--- config.mk ---
export PLATFORM = sky130hd
export DESIGN_NAME = apb_req_arbiter_flat
export DESIGN_NICKNAME = d
export VERILOG_FILES = /design/src/rtl/apb_req_arbiter_if.sv /design/src/rtl/apb_req_arbiter.sv /design/src/flat_wrapper.sv
export SDC_FILE = /design/constraint.sdc
export NUM_CORES = 1
export LEC_CHECK = 0
export CAP_MARGIN = 20
export CORE_AREA = 2 2 160 162
export DETAILED_ROUTE_END_ITERATION = 8
export DIE_AREA = 0 0 162 164
export GPL_TIMING_DRIVEN = 0
export HOLD_SLACK_MARGIN = 0.03
export PLACE_DENSITY = 0.64
export SYNTH_ARGS = -nofsm -noshare
export SYNTH_HDL_FRONTEND = slang
export SYNTH_SLANG_ARGS = --single-unit
--- constraint.sdc ---
create_clock -name PCLK -period 4.79 [get_ports PCLK]
set_input_delay 0.479 -clock PCLK [delete_from_list [all_inputs] [get_ports PCLK]]
set_output_delay 0.479 -clock PCLK [all_outputs]
set_load 0.005 [all_outputs]
--- src/rtl/apb_req_arbiter_if.sv ---
// Request/response and APB-master-side signals of one APB segment arbiter.
// slave: the arbiter itself; master: requesters plus the APB master environment.
interface apb_req_arbiter_if #(
  parameter int NUM_REQ = 4
);
  localparam int ID_W = $clog2(NUM_REQ);

  logic [NUM_REQ-1:0]    req_valid;
  logic [NUM_REQ-1:0]    req_write;
  logic [NUM_REQ*32-1:0] req_addr;
  logic [NUM_REQ*32-1:0] req_wdata;
  logic [NUM_REQ-1:0]    req_ready;
  logic [NUM_REQ-1:0]    resp_valid;
  logic [31:0]           resp_rdata;
  logic                  busy;
  logic [ID_W-1:0]       grant_id;
  logic                  TRANSFER;
  logic [31:0]           address;
  logic [31:0]           write_data;
  logic                  write_en;
  logic                  apb_psel;
  logic                  apb_pready;
  logic [31:0]           master_rdata;

  modport slave (
    input  req_valid, req_write, req_addr, req_wdata,
    input  apb_psel, apb_pready, master_rdata,
    output req_ready, resp_valid, resp_rdata, busy, grant_id,
    output TRANSFER, address, write_data, write_en
  );

  modport master (
    output req_valid, req_write, req_addr, req_wdata,
    output apb_psel, apb_pready, master_rdata,
    input  req_ready, resp_valid, resp_rdata, busy, grant_id,
    input  TRANSFER, address, write_data, write_en
  );
endinterface

--- src/rtl/apb_req_arbiter.sv ---
// Shares one APB master between NUM_REQ requesters: round-robin arbitration,
// command latch, TRANSFER sequencing and read-data return. APB_ARB_FIXED_PRIO_EN selects fixed priority.
module apb_req_arbiter #(
  parameter int NUM_REQ = 4
) (
  input  logic             PCLK,
  input  logic             PRESETn,
  apb_req_arbiter_if.slave bus
);
  localparam int ID_W = $clog2(NUM_REQ);

  typedef enum logic [1:0] {IDLE, ISSUE, WAIT, RESP} state_t;

  state_t          state_q, state_d;
  logic [ID_W-1:0] winner;
  logic [ID_W-1:0] grant_q;
  logic [31:0]     addr_q;
  logic [31:0]     wdata_q;
  logic            write_q;
  logic [31:0]     rdata_q;
  logic            any_req;
  logic            accept;
  logic            done;

  assign any_req = |bus.req_valid;
  // No handshake while reset is held, so a request is never accepted and then lost.
  assign accept  = PRESETn && (state_q == IDLE) && any_req;
  assign done    = bus.apb_psel && bus.apb_pready;

`ifdef APB_ARB_FIXED_PRIO_EN
  function automatic logic [ID_W-1:0] pick(input logic [NUM_REQ-1:0] v);
    logic [ID_W-1:0] w;
    w = '0;
    for (int i = NUM_REQ - 1; i >= 0; i--) begin
      if (v[i]) w = ID_W'(i);
    end
    return w;
  endfunction

  always_comb winner = pick(bus.req_valid);
`else
  logic [ID_W-1:0] ptr_q;

  // Search starts one past the last winner so every port gets a turn.
  function automatic logic [ID_W-1:0] pick(input logic [NUM_REQ-1:0] v,
                                           input logic [ID_W-1:0]    ptr);
    logic [ID_W-1:0] w;
    logic            found;
    int              idx;
    w     = '0;
    found = 1'b0;
    for (int k = 1; k <= NUM_REQ; k++) begin
      idx = (int'(ptr) + k) % NUM_REQ;
      if (!found && v[idx]) begin
        w     = ID_W'(idx);
        found = 1'b1;
      end
    end
    return w;
  endfunction

  always_comb winner = pick(bus.req_valid, ptr_q);

  always_ff @(posedge PCLK or negedge PRESETn) begin
    if (!PRESETn) begin
      ptr_q <= ID_W'(NUM_REQ - 1);
    end else if (accept) begin
      ptr_q <= winner;
    end
  end
`endif

  always_ff @(posedge PCLK or negedge PRESETn) begin
    if (!PRESETn) begin
      state_q <= IDLE;
      grant_q <= '0;
      addr_q  <= '0;
      wdata_q <= '0;
      write_q <= 1'b0;
      rdata_q <= '0;
    end else begin
      state_q <= state_d;
      if (accept) begin
        grant_q <= winner;
        addr_q  <= bus.req_addr[32*winner +: 32];
        wdata_q <= bus.req_wdata[32*winner +: 32];
        write_q <= bus.req_write[winner];
      end
      if (state_q == RESP) begin
        rdata_q <= write_q ? 32'h0 : bus.master_rdata;
      end
    end
  end

  // resp_rdata shows live master data during RESP and the held copy afterwards.
  always_comb begin
    state_d        = state_q;
    bus.req_ready  = '0;
    bus.resp_valid = '0;
    bus.resp_rdata = rdata_q;
    case (state_q)
      IDLE: begin
        if (accept) begin
          bus.req_ready[winner] = 1'b1;
          state_d               = ISSUE;
        end
      end
      ISSUE: state_d = WAIT;
      WAIT: begin
        if (done) state_d = RESP;
      end
      RESP: begin
        bus.resp_valid[grant_q] = 1'b1;
        bus.resp_rdata          = write_q ? 32'h0 : bus.master_rdata;
        state_d                 = IDLE;
      end
      default: state_d = IDLE;
    endcase
  end

  assign bus.busy       = (state_q != IDLE);
  assign bus.TRANSFER   = (state_q == ISSUE);
  assign bus.grant_id   = grant_q;
  assign bus.address    = addr_q;
  assign bus.write_data = wdata_q;
  assign bus.write_en   = write_q;
endmodule

--- src/flat_wrapper.sv ---
// flat-port wrapper written by rule: the top's interface ports become plain ports
module apb_req_arbiter_flat 
#(
  parameter int NUM_REQ = 4
)
  (PCLK, PRESETn, bus_req_valid, bus_req_write, bus_req_addr, bus_req_wdata, bus_apb_psel, bus_apb_pready, bus_master_rdata, bus_req_ready, bus_resp_valid, bus_resp_rdata, bus_busy, bus_grant_id, bus_TRANSFER, bus_address, bus_write_data, bus_write_en);
  apb_req_arbiter_if #(.NUM_REQ(NUM_REQ)) bus_i ();
  input  logic PCLK;
  input  logic PRESETn;
  input wire logic [$bits(bus_i.req_valid)-1:0] bus_req_valid;
  input wire logic [$bits(bus_i.req_write)-1:0] bus_req_write;
  input wire logic [$bits(bus_i.req_addr)-1:0] bus_req_addr;
  input wire logic [$bits(bus_i.req_wdata)-1:0] bus_req_wdata;
  input wire logic [$bits(bus_i.apb_psel)-1:0] bus_apb_psel;
  input wire logic [$bits(bus_i.apb_pready)-1:0] bus_apb_pready;
  input wire logic [$bits(bus_i.master_rdata)-1:0] bus_master_rdata;
  output wire logic [$bits(bus_i.req_ready)-1:0] bus_req_ready;
  output wire logic [$bits(bus_i.resp_valid)-1:0] bus_resp_valid;
  output wire logic [$bits(bus_i.resp_rdata)-1:0] bus_resp_rdata;
  output wire logic [$bits(bus_i.busy)-1:0] bus_busy;
  output wire logic [$bits(bus_i.grant_id)-1:0] bus_grant_id;
  output wire logic [$bits(bus_i.TRANSFER)-1:0] bus_TRANSFER;
  output wire logic [$bits(bus_i.address)-1:0] bus_address;
  output wire logic [$bits(bus_i.write_data)-1:0] bus_write_data;
  output wire logic [$bits(bus_i.write_en)-1:0] bus_write_en;
  assign bus_i.req_valid = bus_req_valid;
  assign bus_i.req_write = bus_req_write;
  assign bus_i.req_addr = bus_req_addr;
  assign bus_i.req_wdata = bus_req_wdata;
  assign bus_i.apb_psel = bus_apb_psel;
  assign bus_i.apb_pready = bus_apb_pready;
  assign bus_i.master_rdata = bus_master_rdata;
  assign bus_req_ready = bus_i.req_ready;
  assign bus_resp_valid = bus_i.resp_valid;
  assign bus_resp_rdata = bus_i.resp_rdata;
  assign bus_busy = bus_i.busy;
  assign bus_grant_id = bus_i.grant_id;
  assign bus_TRANSFER = bus_i.TRANSFER;
  assign bus_address = bus_i.address;
  assign bus_write_data = bus_i.write_data;
  assign bus_write_en = bus_i.write_en;
  apb_req_arbiter #(.NUM_REQ(NUM_REQ)) u_core (.PCLK(PCLK), .PRESETn(PRESETn), .bus(bus_i));
endmodule
==> results by group <==
Routing
  – Detailed Route WL: 26,900 um
  – 1st-pass router iterations: 4
  – WL met2: 13,400 um
  – Mean routed wirelength per cell: 19.3 um
  – DR WL met3: 1980 um
  – Final ANT Viol Nets: 0
  – M1 WL: 10,900 um
  – Post-route DRC: 0
  – Highest routed layer: met5
  – Initial DRC count: 256
  – Vias/cell: 4.66
  – Via count: 6,482

Critical path
  – CP endpoint kind: primary output
  – Crit start category: primary input
  – Worst path cell trace: buf_6 > buf_16 > o41ai_2 > or2_1 > or4_1 > buf_2 > buf_2 > buf_6 > nor2_1 > clkdlybuf4s50_1
  – Slowest stage delay, CP: 0.51 ns
  – Critical path arrival: 3.35 ns
  – Bufs and invs on worst path: 6
  – Critical Setup Path Class: primary input to primary output
  – Critical path data required time: 4.31 ns
  – Crit path max fanout: 59
  – Top delay family on crit path: buffers and inverters
  – Slowest-stage cell, CP: clkdlybuf4s50_1

Clock tree
  – Worst-path clk slew: 0.08 ns
  – Clk root buf: clkbuf_16
  – CTS buffer count: 9
  – Cts repair resizes: 0
  – Post-CTS Setup Inserts: 0
  – Clock buffer depth: 2
  – Clock Latency Late Sink: 0.36 ns
  – H-tree depth: 3
  – Cts hold-fix bufs: 0
  – Clk sink count: 103
  – CTS tree: built

STA
  – FMAX: 261 MHz
  – Worst-Margin Slew: 0.855 ns
  – Slew margin rel.: 0.430
  – RSZ-0062 raised after global routing: no
  – Clk_skew: 0.0139 ns
  – Final setup violation count: 0
  – Fin. Hold Viols: 0
  – Fin. max-slew vios: 0
  – Tmin final: 3.83 ns
  – Final Cycle Share: 0.799

Synth
  – Main synth FF type: dfrtp_1
  – Ys Warns: 0
  – Post-Syn Nets: 940
  – Mapped Cells: 635
  – Post-Syn Area: 5830 um2
  – FFs w/ async S/R, synth: 1.00
  – Seq/Total Area, Yosys: 0.442
  – Post-synthesis cell type count: 29
  – #FFs+latches synth: 103
  – Number of synthesized flops with an enable pin: 0
  – Mapped Avg Cell Area: 9.19 um2

Floorplan
  – Die footprint: 26,600 um2
  – Die height: 164 um
  – Starting Density: 0.235
  – Row count: 58
  – CORE AREA: 24,800 um2
  – Top Ports: 409
  – Die width: 162 um

Job
  – Maxcap violations: 0

Pwr
  – Pwr Total: 5.13 mW
  – Peak VDD IR: 190 uV
  – Power per cell area: 481 nW/um2
  – Lkg Pwr: 4.35 nW

Global route
  – Initial antenna violation count: 1
  – Largest net degree at the start of global routing: 60
  – All-layer global routing usage: 0.197
  – First-pass GRT wire length: 39,300 um
  – Global route overflow: 0
  – Vias in the first global route: 6,701

Cells and area
  – Core Util, Final: 0.430
  – Commonest cells after routing, fill and taps aside: 407 x clkdlybuf4s50_1, 131 x a211oi_1, 101 x dfrtp_1, 76 x nor2_1
  – Layout area overhead: 82.9%
  – # diodes: 0
  – Fillers: 2,502
  – Register Area: 2580 um2
  – Share of layout cells above drive strength 1: 0.0311
  – Layout Nets: 1,361
  – Cell area after layout: 10,700 um2
  – Multi-input combinational cell area: 2880 um2
  – Most common cell after layout, fill and taps aside: clkdlybuf4s50_1

Status
  – Status: complete, no violations

Placed design
  – PortBufs: 408
  – Placed cell area: 10,400 um2
  – Routability cong.: 0.836
  – DPL Wire Length: 21,200 um

Hold path
  – Min-delay worst type: primary input to async pin
cell families after synthesis:
kind of cell    count (synthesis)  synth area share
fa+ha+maj                       5            0.0107
flops                         103             0.442
simple gates                  194             0.159
buf+inv                        93            0.0648
compound gates                174             0.210
mux                            66             0.113
final cells by class:
class / count / share of cell area
clock buffer: 9 / 0.0211
buffer: 58 / 0.0231
sequential: 103 / 0.242
tap: 330 / 0.0387
multi-input combinational: 439 / 0.270
timing repair buffer: 410 / 0.387
clock inverter: 7 / 0.00680
inverter: 35 / 0.0123
sequential cells by signal (all words and copies together) (netlist names):
name	count
u_core.bus.address	32
u_core.rdata_q	32
u_core.ptr_q	2
u_core.bus.grant_id	2
u_core.bus.write_data	32
u_core.state_q	2
u_core.bus.write_en	1
path summary, 6_finish.rpt:
kind                                               startpoint                                    to  slack, ns  cells past startpoint
worst min-delay path                                  PRESETn  u_core.bus.write_data[3]$_DFFE_PN0N_       0.04                      1
worst max register to register  u_core.state_q[1]$_DFFE_PN0P_     u_core.bus.address[7]$_DFFE_PN0N_       1.70                      9
min in group PCLK                 u_core.ptr_q[1]$_DFFE_PN1N_           u_core.ptr_q[1]$_DFFE_PN1N_       0.51                      2
worst max-delay path                                  PRESETn                      bus_req_ready[3]       0.96                     10
max in group asynchronous                             PRESETn           u_core.ptr_q[0]$_DFFE_PN1N_       4.02                      2
worst min register to register    u_core.ptr_q[1]$_DFFE_PN1N_           u_core.ptr_q[1]$_DFFE_PN1N_       0.51                      2
cell usage after synthesis (all sizes together), types with 2 or more instances:
cell	n	share of area
a211oi	131	0.17
dfrtp	101	0.43
nor2	76	0.049
and3	66	0.071
mux2i	66	0.11
clkbuf	47	0.030
nand2	40	0.026
inv	35	0.023
o21ai	34	0.029
buf	11	0.012
ha	5	0.011
a21oi	3	0.0026
a21boi	2	0.0026
and2	2	0.0021
dfstp	2	0.0090
nand2b	2	0.0021
nor2b	2	0.0021
stage by stage:
stage               cells  setup TNS (ns)  setup slack (ns)  hold slack, ns
floorplan             635               0              2.40           0.183
global placement     1373         -357.36             -3.46           0.491
detailed placement   1374               0             0.731           0.445
CTS                  1390               0             0.722          0.0534
global route         1391               0             0.669          0.0649
finish               1391               0             0.962          0.0374
metal layers:
metal | global-route usage | vias up
met4 | 0.0664 | 2
met3 | 0.0497 | 37
met2 | 0.349 | 302
li1 | - | 3137
met1 | 0.232 | 3004
met5 | 0 | -
report_power, final:
part | total (mW) | internal (mW) | leakage [nW] | switching, mW
Combinational | 2.84 | 1.51 | 3.00 | 1.33
Clock | 0.772 | 0.372 | 0.144 | 0.401
Sequential | 1.51 | 1.29 | 1.21 | 0.222
Total | 5.13 | 3.17 | 4.35 | 1.96
No activity file was read; power rests on OpenSTA's default activity.
